`config.mk`:
```
export PLATFORM = sky130hd
export DESIGN_NAME = serial_magnitude_comparator
export DESIGN_NICKNAME = d
export VERILOG_FILES = /design/src/rtl/serial_magnitude_comparator.sv
export SDC_FILE = /design/constraint.sdc
export NUM_CORES = 1
export LEC_CHECK = 0
export ABC_AREA = 1
export CAP_MARGIN = 30
export CORE_UTILIZATION = 46
export CTS_CLUSTER_DIAMETER = 60
export DETAILED_ROUTE_END_ITERATION = 7
export GPL_ROUTABILITY_DRIVEN = 0
export PLACE_DENSITY = 0.81
export SLEW_MARGIN = 20
export SYNTH_ARGS = -nofsm -noshare
export SYNTH_HDL_FRONTEND = slang
export SYNTH_SLANG_ARGS = --single-unit
export TNS_END_PERCENT = 10
```
`constraint.sdc`:
```
create_clock -name i_CLK -period 1.4 [get_ports i_CLK]
set_clock_uncertainty 0.15 [all_clocks]
set_input_delay 0.28 -clock i_CLK [delete_from_list [all_inputs] [get_ports i_CLK]]
set_output_delay 0.28 -clock i_CLK [all_outputs]
set_load 0.02 [all_outputs]
```
`src/rtl/serial_magnitude_comparator.sv`:
```
// -----------------------------------------------------------------------------
// serial_magnitude_comparator
//
// Purpose:
//   Multi-cycle WIDTH-bit magnitude comparator. Two operands are captured on a
//   valid/ready handshake. They are then compared most-significant slice first,
//   DIGIT bits per clock. The first slice that differs decides the result. The
//   result is held on o_A_LT_B / o_A_EQ_B / o_A_GT_B with o_VALID until the
//   consumer accepts it. Exactly one flag is high while o_VALID is high.
//   Signed (two's-complement) compares flip the sign bit of both operands at
//   capture and then reuse the unsigned datapath.
//
// Parameters:
//   WIDTH  operand width in bits. Must be a multiple of DIGIT.
//   DIGIT  bits compared per clock. S = WIDTH/DIGIT slices per operation.
//
// Ports:
//   i_CLK        clock; all state changes on the rising edge
//   i_RST_N      asynchronous active-low reset
//   i_VALID      operation request
//   o_READY      block can accept a request (IDLE only)
//   i_OPERAND_A  operand A (sampled only at the accept edge)
//   i_OPERAND_B  operand B (sampled only at the accept edge)
//   i_SIGNED     1 = two's-complement compare, 0 = unsigned compare
//   o_VALID      result available
//   i_READY      consumer accepts the result
//   o_A_LT_B     A <  B
//   o_A_EQ_B     A == B
//   o_A_GT_B     A >  B
//
// Configuration macro:
//   SERIAL_CMP_EARLY_EXIT_EN
//     defined     : RUN ends on the edge that compares the first differing
//                   slice (latency k+1 for first difference at slice k).
//                   Equal operands still take S cycles.
//     not defined : RUN always performs all S slice compares (latency S).
// -----------------------------------------------------------------------------
module serial_magnitude_comparator #(
    parameter int WIDTH = 32,
    parameter int DIGIT = 4
) (
    input  logic             i_CLK,
    input  logic             i_RST_N,
    input  logic             i_VALID,
    output logic             o_READY,
    input  logic [WIDTH-1:0] i_OPERAND_A,
    input  logic [WIDTH-1:0] i_OPERAND_B,
    input  logic             i_SIGNED,
    output logic             o_VALID,
    input  logic             i_READY,
    output logic             o_A_LT_B,
    output logic             o_A_EQ_B,
    output logic             o_A_GT_B
);

    localparam int S     = WIDTH / DIGIT;
    localparam int IDX_W = (S > 1) ? $clog2(S) : 1;

    localparam logic [IDX_W-1:0] LAST_IDX = IDX_W'(S - 1);
    localparam logic [WIDTH-1:0] MSB_MASK = WIDTH'(1) << (WIDTH - 1);

    typedef enum logic [1:0] {
        ST_IDLE = 2'd0,
        ST_RUN  = 2'd1,
        ST_DONE = 2'd2
    } state_t;

    // -------------------------------------------------------------------------
    // State
    // -------------------------------------------------------------------------
    state_t             state_q,  state_d;
    logic               ready_q,  ready_d;
    logic               valid_q,  valid_d;
    logic               lt_q,     lt_d;
    logic               eq_q,     eq_d;
    logic               gt_q,     gt_d;
    logic [IDX_W-1:0]   idx_q,    idx_d;
    // Operand shift registers: the slice under comparison is always the top
    // DIGIT bits, so no variable-index mux is needed on the wide operands.
    logic [WIDTH-1:0]   a_q,      a_d;
    logic [WIDTH-1:0]   b_q,      b_d;
    // Sticky decision accumulated across slices.
    logic               acc_lt_q, acc_lt_d;
    logic               acc_gt_q, acc_gt_d;

    // -------------------------------------------------------------------------
    // Current slice extraction
    // -------------------------------------------------------------------------
    logic [DIGIT-1:0]   slice_a;
    logic [DIGIT-1:0]   slice_b;

    genvar gi;
    generate
        for (gi = 0; gi < DIGIT; gi++) begin : g_slice
            assign slice_a[gi] = a_q[WIDTH-DIGIT+gi];
            assign slice_b[gi] = b_q[WIDTH-DIGIT+gi];
        end
    endgenerate

    logic slice_lt;
    logic slice_gt;
    logic decided;
    logic new_lt;
    logic new_gt;
    logic last_slice;
    logic finish_run;
    logic accept;

    assign slice_lt   = (slice_a < slice_b);
    assign slice_gt   = (slice_a > slice_b);
    assign decided    = acc_lt_q | acc_gt_q;
    // Once a slice has differed, later slices cannot change the outcome.
    assign new_lt     = acc_lt_q | (~decided & slice_lt);
    assign new_gt     = acc_gt_q | (~decided & slice_gt);
    assign last_slice = (idx_q == LAST_IDX);
    // ready_q (not the state) gates the handshake, so nothing is accepted in
    // the cycle between reset release and the first rising edge.
    assign accept     = i_VALID & ready_q;

`ifdef SERIAL_CMP_EARLY_EXIT_EN
    assign finish_run = last_slice | new_lt | new_gt;
`else
    assign finish_run = last_slice;
`endif

    // -------------------------------------------------------------------------
    // Next-state logic
    // -------------------------------------------------------------------------
    always_comb begin
        state_d  = state_q;
        ready_d  = ready_q;
        valid_d  = valid_q;
        lt_d     = lt_q;
        eq_d     = eq_q;
        gt_d     = gt_q;
        idx_d    = idx_q;
        a_d      = a_q;
        b_d      = b_q;
        acc_lt_d = acc_lt_q;
        acc_gt_d = acc_gt_q;

        unique case (state_q)
            ST_IDLE: begin
                ready_d = 1'b1;
                if (accept) begin
                    // Flipping the sign bit maps two's-complement order onto
                    // unsigned order, so one datapath serves both modes.
                    a_d      = i_OPERAND_A ^ (i_SIGNED ? MSB_MASK : '0);
                    b_d      = i_OPERAND_B ^ (i_SIGNED ? MSB_MASK : '0);
                    idx_d    = '0;
                    acc_lt_d = 1'b0;
                    acc_gt_d = 1'b0;
                    ready_d  = 1'b0;
                    state_d  = ST_RUN;
                end
            end

            ST_RUN: begin
                ready_d  = 1'b0;
                a_d      = a_q << DIGIT;
                b_d      = b_q << DIGIT;
                idx_d    = idx_q + IDX_W'(1);
                acc_lt_d = new_lt;
                acc_gt_d = new_gt;
                if (finish_run) begin
                    state_d = ST_DONE;
                    valid_d = 1'b1;
                    lt_d    = new_lt;
                    gt_d    = new_gt;
                    eq_d    = ~(new_lt | new_gt);
                end
            end

            ST_DONE: begin
                ready_d = 1'b0;
                if (i_READY) begin
                    // Flags are left holding the last result on purpose.
                    valid_d = 1'b0;
                    ready_d = 1'b1;
                    state_d = ST_IDLE;
                end
            end

            default: begin
                state_d = ST_IDLE;
                ready_d = 1'b0;
                valid_d = 1'b0;
            end
        endcase
    end

    // -------------------------------------------------------------------------
    // Registers
    // -------------------------------------------------------------------------
    always_ff @(posedge i_CLK or negedge i_RST_N) begin
        if (!i_RST_N) begin
            state_q  <= ST_IDLE;
            ready_q  <= 1'b0;
            valid_q  <= 1'b0;
            lt_q     <= 1'b0;
            eq_q     <= 1'b0;
            gt_q     <= 1'b0;
            idx_q    <= '0;
            a_q      <= '0;
            b_q      <= '0;
            acc_lt_q <= 1'b0;
            acc_gt_q <= 1'b0;
        end else begin
            state_q  <= state_d;
            ready_q  <= ready_d;
            valid_q  <= valid_d;
            lt_q     <= lt_d;
            eq_q     <= eq_d;
            gt_q     <= gt_d;
            idx_q    <= idx_d;
            a_q      <= a_d;
            b_q      <= b_d;
            acc_lt_q <= acc_lt_d;
            acc_gt_q <= acc_gt_d;
        end
    end

    assign o_READY  = ready_q;
    assign o_VALID  = valid_q;
    assign o_A_LT_B = lt_q;
    assign o_A_EQ_B = eq_q;
    assign o_A_GT_B = gt_q;

endmodule

```
Yosys cells after proc, flatten, opt, wreduce, memory -nomap -nowiden:

Index checks and enable logic that the tools add are counted.

* flip-flop bits (word level): 76
* input bits: 69
* output and inout port bits: 5
* logic and storage cells: 58

* add/subtract/negate cells: 1
* magnitude comparators: 2
* eq/ne operators: 6
* mux-type cells: 20
* bitwise gates (word level): 12
* reductions and logical operators: 6

Operator list (count)
* $pmux W32 S2: 2
* $mux W32: 3
* $xor A32 B32 Y32: 2
* $mux W2: 3
* $ne A2 B2 Y1 const B: 3
* $pmux W1 S2: 3
* $pmux W2 S3: 1
* $pmux W3 S2: 1
* $reduce_and A3 Y1: 2
* $mux W1: 5
* $gt A4 B4 Y1: 1
* $lt A4 B4 Y1: 1
* $or A1 B1 Y1: 4
* $reduce_and A2 Y1: 2
* $add A3 B1 Y3 const B: 1
* $and A1 B1 Y1: 3
* $eq A3 B3 Y1 const B: 1
* $mux W3: 1
* $not A1 Y1: 3
* $pmux W1 S3: 1
* $eq A2 B1 Y1 const B: 1
* $eq A2 B2 Y1 const B: 1
* $logic_not A2 Y1: 1
* $reduce_bool A2 Y1: 1

Longest topological paths before layout:

Gate-level depths: netlist (run 1).

* depth after elaboration: 6
* depth in mapped cells: 10
* mapped depth without buffers: 10

Worst setup path before layout (run 1):

No wires, ideal clock.

* path kind: register to register
* start: register ready_q (netlist: o_READY)
* end: register b_q[7]
* library setup time: 0.130 ns
* data arrival time: 1.320 ns
* data required time: 1.120 ns
* path slack: -0.200 ns
* stages on the path, launching flop included: 9
* buffers on the path: 2
* clock period less this slack: 1.600 ns
* cell sequence: dfrtp_1 -> nand2_1 -> clkinv_1 -> nand2_2 -> nand2_4 -> buf_6 -> buf_6 -> o211ai_1 -> o21ai_0

* word-level cells in the longest chain between the ends: 3

RTL lines
* start: declaration: RTL line 72 `logic ready_q, ready_d;`
* start signal: assignment: RTL line 210 `ready_q <= ready_d;`
* $and A1 B1 Y1: RTL line 118 `assign accept = i_VALID & ready_q;`
* $ne A2 B2 Y1 (no line)
* $reduce_and A2 Y1 (no line)
* end signal: assignment: RTL line 205 `b_q <= '0;`
* end signal: assignment: RTL line 217 `b_q <= b_d;`
* end: declaration: RTL line 81 `logic [WIDTH-1:0] b_q, b_d;`

Every way passes these cells.
A chain may end at the register's enable or synchronous reset.

Worst setup path after layout (run 1):

* start: register state_q[0]
* end: register b_q[28]

* word-level cells in the longest chain between the ends: 3
* elaborated cells between the ends (all ways): 6
* those cells by class: eq/ne: 2; mux: 1; reduce/logical: 3

RTL lines
* start: declaration: RTL line 71 `state_t state_q, state_d;`
* start signal: assignment: RTL line 209 `state_q <= state_d;`
* $eq A2 B1 Y1 / $logic_not A2 Y1 (equally long branches): RTL line 142 `unique case (state_q)`
* $reduce_bool A2 Y1 (no line) / $ne A2 B2 Y1 (equally long branches)
* $reduce_and A2 Y1 (no line)

Parallel ways exist; a longest one is shown, timed or not.

==> summary.json, run 1 <==
{
  "cts_max_path_buffers": 2,
  "clock_tree.root_cell": "sky130_fd_sc_hd__clkbuf_8",
  "run_status": "finished with violations",
  "drc": 0,
  "slowest_delay_ps": 420,
  "grt_start_max_net_pins": 27,
  "rr_startpoint": "state_q[0]",
  "syn-instance-count": 417,
  "dieArea_um2": 8330,
  "cts_htree_levels": 3,
  "yosysTopAreaCellShare": 0.519,
  "busiest_layer_in_global_routing": "met2",
  "syn_area_per_cell_um2": 8.79,
  "met2_usage_in_global_routing": 0.393,
  "nets_finish": 595,
  "place.port_buffers": 73,
  "globalRouteOverflowTotal": 0,
  "grt_pass1_wl_um": 14900,
  "maxCapViolations": 0,
  "timing.critical_path.to_type": "flip-flop",
  "hold_class": "input port to asynchronous set/reset pin",
  "floorplan.rows": 32,
  "final-hold-violation-count": 0,
  "initial_utilization": 0.474,
  "global_route.usage.met3": 0.0528,
  "insertedDiodeCount": 0,
  "hpwl_um": 5670,
  "worstSkewPairLatency_ps": 350,
  "timing_worst_setup_path_type": "flip-flop to flip-flop",
  "io-pin-count": 74,
  "clock_sink_count": 76,
  "yosys-top-cells-area": "sky130_fd_sc_hd__dfrtp_1 (52%), sky130_fd_sc_hd__nand2_1 (11%), sky130_fd_sc_hd__inv_1 (4.5%)",
  "grt_usage": 0.231,
  "grt_pass1_vias": 3231,
  "power_per_cell_area_nw_per_um2": 2590,
  "synth_cell_types": 28,
  "layout.cells.non_filler": 626,
  "drt.antenna.violating_nets": 0,
  "crit_required_ps": 1520,
  "worst_path_max_delay_cell": "sky130_fd_sc_hd__dfrtp_2",
  "synth.yosys.seq_area_share": 0.519,
  "die-width_um": 91.3,
  "detail_route.first_pass.iterations": 5,
  "headroom_to_the_max_slew_limit": 0.819,
  "global_route.usage.met1": 0.287,
  "slew_violations": 0,
  "startpoint_class_of_the_critical_path": "flip-flop",
  "routed_wire_length_per_instance_um": 15.9,
  "cell_taking_the_most_area_after_synthesis": "sky130_fd_sc_hd__dfrtp_1",
  "routed_via_density": 5.34,
  "tritoncts": "done",
  "floorplan.die.height_um": 91.3,
  "reg2reg_setup_slack_ps": -120,
  "cp_data_arrival_time_ps": 1640,
  "syn_nets": 492,
  "critical_path_buf_inv_count": 2,
  "drt_iter0_markers": 281,
  "dp.cells": 593,
  "cell_breakdown_of_the_critical_path": "buf_6 -> nor2_4 -> nand2_4 -> nand2_8 -> buf_12 -> nor2_1 -> a31oi_1",
  "finalPower_mw": 13.9,
  "final_min_period_over_clock_period": 1.09,
  "setup-violations-final": 67,
  "dp_slack_ps": -338,
  "synth.yosys.warnings": 0,
  "core_area_um2": 7730,
  "violations": "setup timing",
  "worstPathMaxFanout": 10,
  "clock_edge_transition_at_the_registers_on_the_reported_setup_and_hold_paths_ps": 70,
  "flow.area_growth_from_synthesis_pct": 46.2,
  "rr_endpoint": "b_q[28]",
  "timing.fmax_mhz": 657,
  "final_critical_period_ps": 1520,
  "antenna_found_initial": 0,
  "mostFrequentLayoutCell": "sky130_fd_sc_hd__nand2_1",
  "final.fill_count": 523,
  "p_leak_nw": 2.44,
  "finalWirelength_um": 9980,
  "timing.reg2reg.worst_path_depth": 7,
  "final.setup.worst_slack_ps": -122,
  "drive_above_1_share": 0.231,
  "detailed_route_via_count": 3343,
  "critical_path.top_delay_family": "simple AND/OR/NAND/NOR gates",
  "max_slew.worst_pin.slew_ps": 271,
  "unrepaired_setup_endpoints_after_global_routing": "true",
  "peakVddDrop_mv": 1.00,
  "post_synth_instance_area_um2": 3670,
  "cts-buffers-inserted": 9,
  "hold-worst-slack_ps": 193,
  "synth-seq-cells": 76,
  "mostFrequentLayoutCells": "sky130_fd_sc_hd__nand2_1 (103), sky130_fd_sc_hd__dfrtp_1 (74), sky130_fd_sc_hd__clkdlybuf4s50_1 (67), sky130_fd_sc_hd__inv_1 (41), sky130_fd_sc_hd__a31oi_1 (26)",
  "critical_path.startpoint": "state_q[0]"
}
metal layers:
metal | vias to the layer above | part of all wire
li1 | 1585 | -
met1 | 1613 | 0.41
met2 | 115 | 0.51
met3 | 30 | 0.053
met4 | 0 | 0.029
met5 | - | 0
logic make-up after synthesis:
logic type               share of synthesized area
adder cells (fa/ha/maj)                     0.0205
buffers and inverters                       0.0898
flip-flops                                   0.519
AO/OA/AOI/OAI                                0.191
XOR/XNOR                                   0.00239
AND/OR/NAND/NOR                              0.178
power by group:
part / leakage (nW) / internal (mW) / switching, mW
Sequential: 0.916 / 3.31 / 0.516
Clock: 0.103 / 0.962 / 0.760
Combinational: 1.43 / 3.79 / 4.53
repair_timing:
item                                    in CTS  in global routing
endpoints found under the setup margin      74                 73
pin swaps                                    6                  8
gates resized for setup                     44                 50
gates cloned                                 3                  7
setup buffers                                5                  4
hold endpoints to repair                    76                  0
hold buffers                                 1                  0
state kept, by name, indices dropped and copies added (netlist names), 2 cells and up:
| name | flops |
|---|---|
| a_q | 32 |
| b_q | 32 |
| idx_q | 3 |
| state_q | 2 |
area by class of cell:
class / instances / area, µm² / share of cell area
Sequential cell: 76 / 1900 / 0.355
Multi-Input combinational cell: 272 / 1640 / 0.305
Timing Repair Buffer: 114 / 1300 / 0.243
Inverter: 47 / 189 / 0.0352
Clock buffer: 14 / 173 / 0.0322
Tap cell: 102 / 128 / 0.0238
Clock inverter: 1 / 30.0 / 0.00560
cells in the mapped netlist:
| cell type | instances |
|---|---|
| sky130_fd_sc_hd__a21oi_1 | 1 |
| sky130_fd_sc_hd__a22o_1 | 2 |
| sky130_fd_sc_hd__a31oi_1 | 26 |
| sky130_fd_sc_hd__buf_2 | 14 |
| sky130_fd_sc_hd__buf_4 | 4 |
| sky130_fd_sc_hd__buf_6 | 4 |
| sky130_fd_sc_hd__clkbuf_1 | 2 |
| sky130_fd_sc_hd__clkinv_1 | 1 |
| sky130_fd_sc_hd__dfrtp_1 | 76 |
| sky130_fd_sc_hd__ha_1 | 6 |
| sky130_fd_sc_hd__inv_1 | 44 |
| sky130_fd_sc_hd__inv_2 | 2 |
| sky130_fd_sc_hd__nand2_1 | 112 |
| sky130_fd_sc_hd__nand2_2 | 2 |
| sky130_fd_sc_hd__nand2_4 | 1 |
| sky130_fd_sc_hd__nand3_1 | 11 |
| sky130_fd_sc_hd__nand4_1 | 1 |
| sky130_fd_sc_hd__nor2_1 | 33 |
| sky130_fd_sc_hd__nor2_4 | 1 |
| sky130_fd_sc_hd__nor3_1 | 1 |
| sky130_fd_sc_hd__o211ai_1 | 17 |
| sky130_fd_sc_hd__o211ai_2 | 10 |
| sky130_fd_sc_hd__o21ai_0 | 26 |
| sky130_fd_sc_hd__o21ai_1 | 7 |
| sky130_fd_sc_hd__o21ai_2 | 10 |
| sky130_fd_sc_hd__o221ai_1 | 1 |
| sky130_fd_sc_hd__or2_2 | 1 |
| sky130_fd_sc_hd__xnor2_1 | 1 |
how the worst max path moves through the flow:
stage	end	slack, ps	depth (start not counted)
2_1_floorplan	state_q[1]	-40	5
3_3_place_gp	acc_lt_q	-310	9
3_5_place_dp	a_q[26]	-340	8
4_1_cts	a_q[26]	-110	7
5_1_grt	b_q[28]	-210	7
6_report	b_q[28]	-120	7
per-stage QoR:
stage,instance area [µm²],TNS [ps],utilization
finish,5360,-5270,0.694
global route,5360,-8330,0.694
CTS,5060,-4710,0.655
detailed placement,4670,-19020,0.604
global placement,4670,-17210,0.604
floorplan,3680,-936,-
worst register-to-register path, delay by kind of cell (launching register included):
family,cells,cell delay (ps)
flops,1,420
buf+inv,2,270
simple gates,4,450
compound gates,1,160
No activity file was read; power rests on OpenSTA's default activity.
==> run 2, diff against run 1 <==
CORE_ASPECT_RATIO = 1.2   (was default)
CORE_UTILIZATION = 40   (was 46)
PLACE_DENSITY = 0.73   (was 0.81)
==> run 2 against run 1 <==
Net effect: the run still ends with setup timing left; global-route usage decreased by 3.8 points; non-clock buffer count is 9 lower; fmax increased by 4.2%; sequential cell count is the same; critical endpoint is now b_q[4]; largest power group unchanged.
==> summary.json, run 2 (synthesis results as in run 1) <==
{
  "drt_iter0_markers": 183,
  "drive_above_1_share": 0.196,
  "violations": "setup timing",
  "final.fill_count": 721,
  "max_slew.worst_pin.slew_ps": 281,
  "grt_pass1_wl_um": 14200,
  "routed_wire_length_per_instance_um": 13.4,
  "floorplan.die.height_um": 107,
  "hpwl_um": 5820,
  "layout.core_utilization": 0.580,
  "timing.fmax_mhz": 684,
  "layout.cells.non_filler": 631,
  "floorplan.rows": 37,
  "timing.critical_path.to_type": "flip-flop",
  "final_min_period_over_clock_period": 1.04,
  "grt_pass1_vias": 3121,
  "unrepaired_setup_endpoints_after_global_routing": "true",
  "worstPathMaxFanout": 14,
  "clock_sink_count": 76,
  "routed_via_density": 4.96,
  "final.setup.worst_slack_ps": -61.0,
  "final-hold-violation-count": 0,
  "mostFrequentLayoutCell": "sky130_fd_sc_hd__nand2_1",
  "globalRouteOverflowTotal": 0,
  "place.port_buffers": 73,
  "cp_data_arrival_time_ps": 1540,
  "timing.reg2reg.worst_path_depth": 7,
  "flow.area_growth_from_synthesis_pct": 38.5,
  "cts-buffers-inserted": 9,
  "slew_violations": 0,
  "mostFrequentLayoutCells": "sky130_fd_sc_hd__nand2_1 (108), sky130_fd_sc_hd__dfrtp_1 (74), sky130_fd_sc_hd__clkdlybuf4s50_1 (67), sky130_fd_sc_hd__inv_1 (40), sky130_fd_sc_hd__nor2_1 (28)",
  "critical_path.startpoint": "state_q[1]",
  "p_leak_nw": 2.32,
  "drc": 0,
  "timing_worst_setup_path_type": "flip-flop to flip-flop",
  "cts_htree_levels": 3,
  "hold_class": "input port to asynchronous set/reset pin",
  "startpoint_class_of_the_critical_path": "flip-flop",
  "initial_utilization": 0.419,
  "reg2reg_setup_slack_ps": -60,
  "dieArea_um2": 9550,
  "insertedDiodeCount": 0,
  "dp.cells": 609,
  "die-width_um": 89.4,
  "clock_tree.root_cell": "sky130_fd_sc_hd__clkbuf_8",
  "detail_route.first_pass.iterations": 5,
  "setup-violations-final": 41,
  "tritoncts": "done",
  "grt_usage": 0.193,
  "antenna_found_initial": 0,
  "cts_max_path_buffers": 2,
  "clock_edge_transition_at_the_registers_on_the_reported_setup_and_hold_paths_ps": 80,
  "largestRegisters": "a_q (32), b_q (32), idx_q (3)",
  "detailed_route_via_count": 3130,
  "peakVddDrop_mv": 0.928,
  "power_per_cell_area_nw_per_um2": 2370,
  "grt_start_max_net_pins": 32,
  "io-pin-count": 74,
  "core_area_um2": 8750,
  "run_status": "finished with violations",
  "finalSetupTns_ps": -747,
  "rr_startpoint": "state_q[1]",
  "headroom_to_the_max_slew_limit": 0.812,
  "crit_required_ps": 1480,
  "worstSkewPairLatency_ps": 350,
  "nets_finish": 584,
  "timing.critical_path.to": "b_q[4]",
  "maxCapViolations": 0,
  "rr_endpoint": "b_q[4]",
  "final_critical_period_ps": 1460,
  "finalPower_mw": 12.0,
  "drt.antenna.violating_nets": 0,
  "hold-worst-slack_ps": 203,
  "finalWirelength_um": 8430
}
==> run 2: cell count changes in the layout (fill, tap and decap cells not counted), sizes merged <==
cell	before	now
clkbuf	19	10
buf	41	36
bufinv	1	0
nand2	117	115
clkinvlp	0	2
clkinv	1	6
==> run 2: worst min-delay path by stage <==
stage / start / end / slack, ps / depth (start not counted)
4_1_cts: i_RST_N / idx_q[0] / 200 / 2
6_report: i_RST_N / a_q[17] / 200 / 2
5_1_grt: i_RST_N / idx_q[0] / 210 / 2
2_1_floorplan: i_RST_N / a_q[0] / -170 / 0
3_3_place_gp: i_RST_N / a_q[18] / 20 / 1
3_5_place_dp: i_RST_N / a_q[17] / 30 / 1
==> run 2: report_power, final <==
part           internal [mW]  leakage (nW)  total [mW]  switching (mW)
Sequential              3.31         0.916        3.83           0.520
Clock                  0.633        0.0848        1.47           0.832
Combinational           2.99          1.32        6.73            3.74
Total                   6.93          2.32        12.0            5.09
==> run 2: worst max-delay path, cell delays in order, from the launching register on <==
cell	delay (ps)
sky130_fd_sc_hd__dfrtp_1	430
sky130_fd_sc_hd__inv_2	100
sky130_fd_sc_hd__nand2_4	100
sky130_fd_sc_hd__inv_8	140
sky130_fd_sc_hd__buf_8	160
sky130_fd_sc_hd__nand2_1	60
sky130_fd_sc_hd__o211ai_1	100
sky130_fd_sc_hd__o21ai_1	90
==> run 2: routing by layer <==
layer	track usage	routed length, µm	vias up	part of all wire
li1	-	-	1558	-
met5	0	0	-	0
met2	0.316	4140	71	0.49
met3	0.0400	376	10	0.045
met4	0.0669	122	0	0.014
met1	0.252	3790	1491	0.45
==> run 2: through the flow <==
| stage | cell area [µm²] | worst slack, ps |
|---|---|---|
| final | 5080 | -61.0 |
| after global routing | 5080 | -112 |
| after CTS | 5010 | -37.0 |
| after detailed placement | 4700 | -377 |
| after global placement | 4700 | -318 |
| after floorplan | 3680 | -37.5 |
==> run 2: final cells by class <==
type,count,area [µm²],share of cell area
Clock buffer,9,124,0.0244
Clock inverter,7,43.8,0.00863
Inverter,47,189,0.0372
Multi-Input combinational cell,270,1550,0.304
Sequential cell,76,1900,0.375
Tap cell,117,146,0.0288
Timing Repair Buffer,105,1120,0.221
==> run 2: what timing repair did <==
item | in CTS | in global routing
pin swaps | 9 | 3
resized for setup | 58 | 14
setup buffers | 3 | 0
hold buffers | 1 | 0
endpoints found under the hold margin | 76 | 0
gates cloned | 2 | 1
endpoints found under the setup margin | 70 | 67
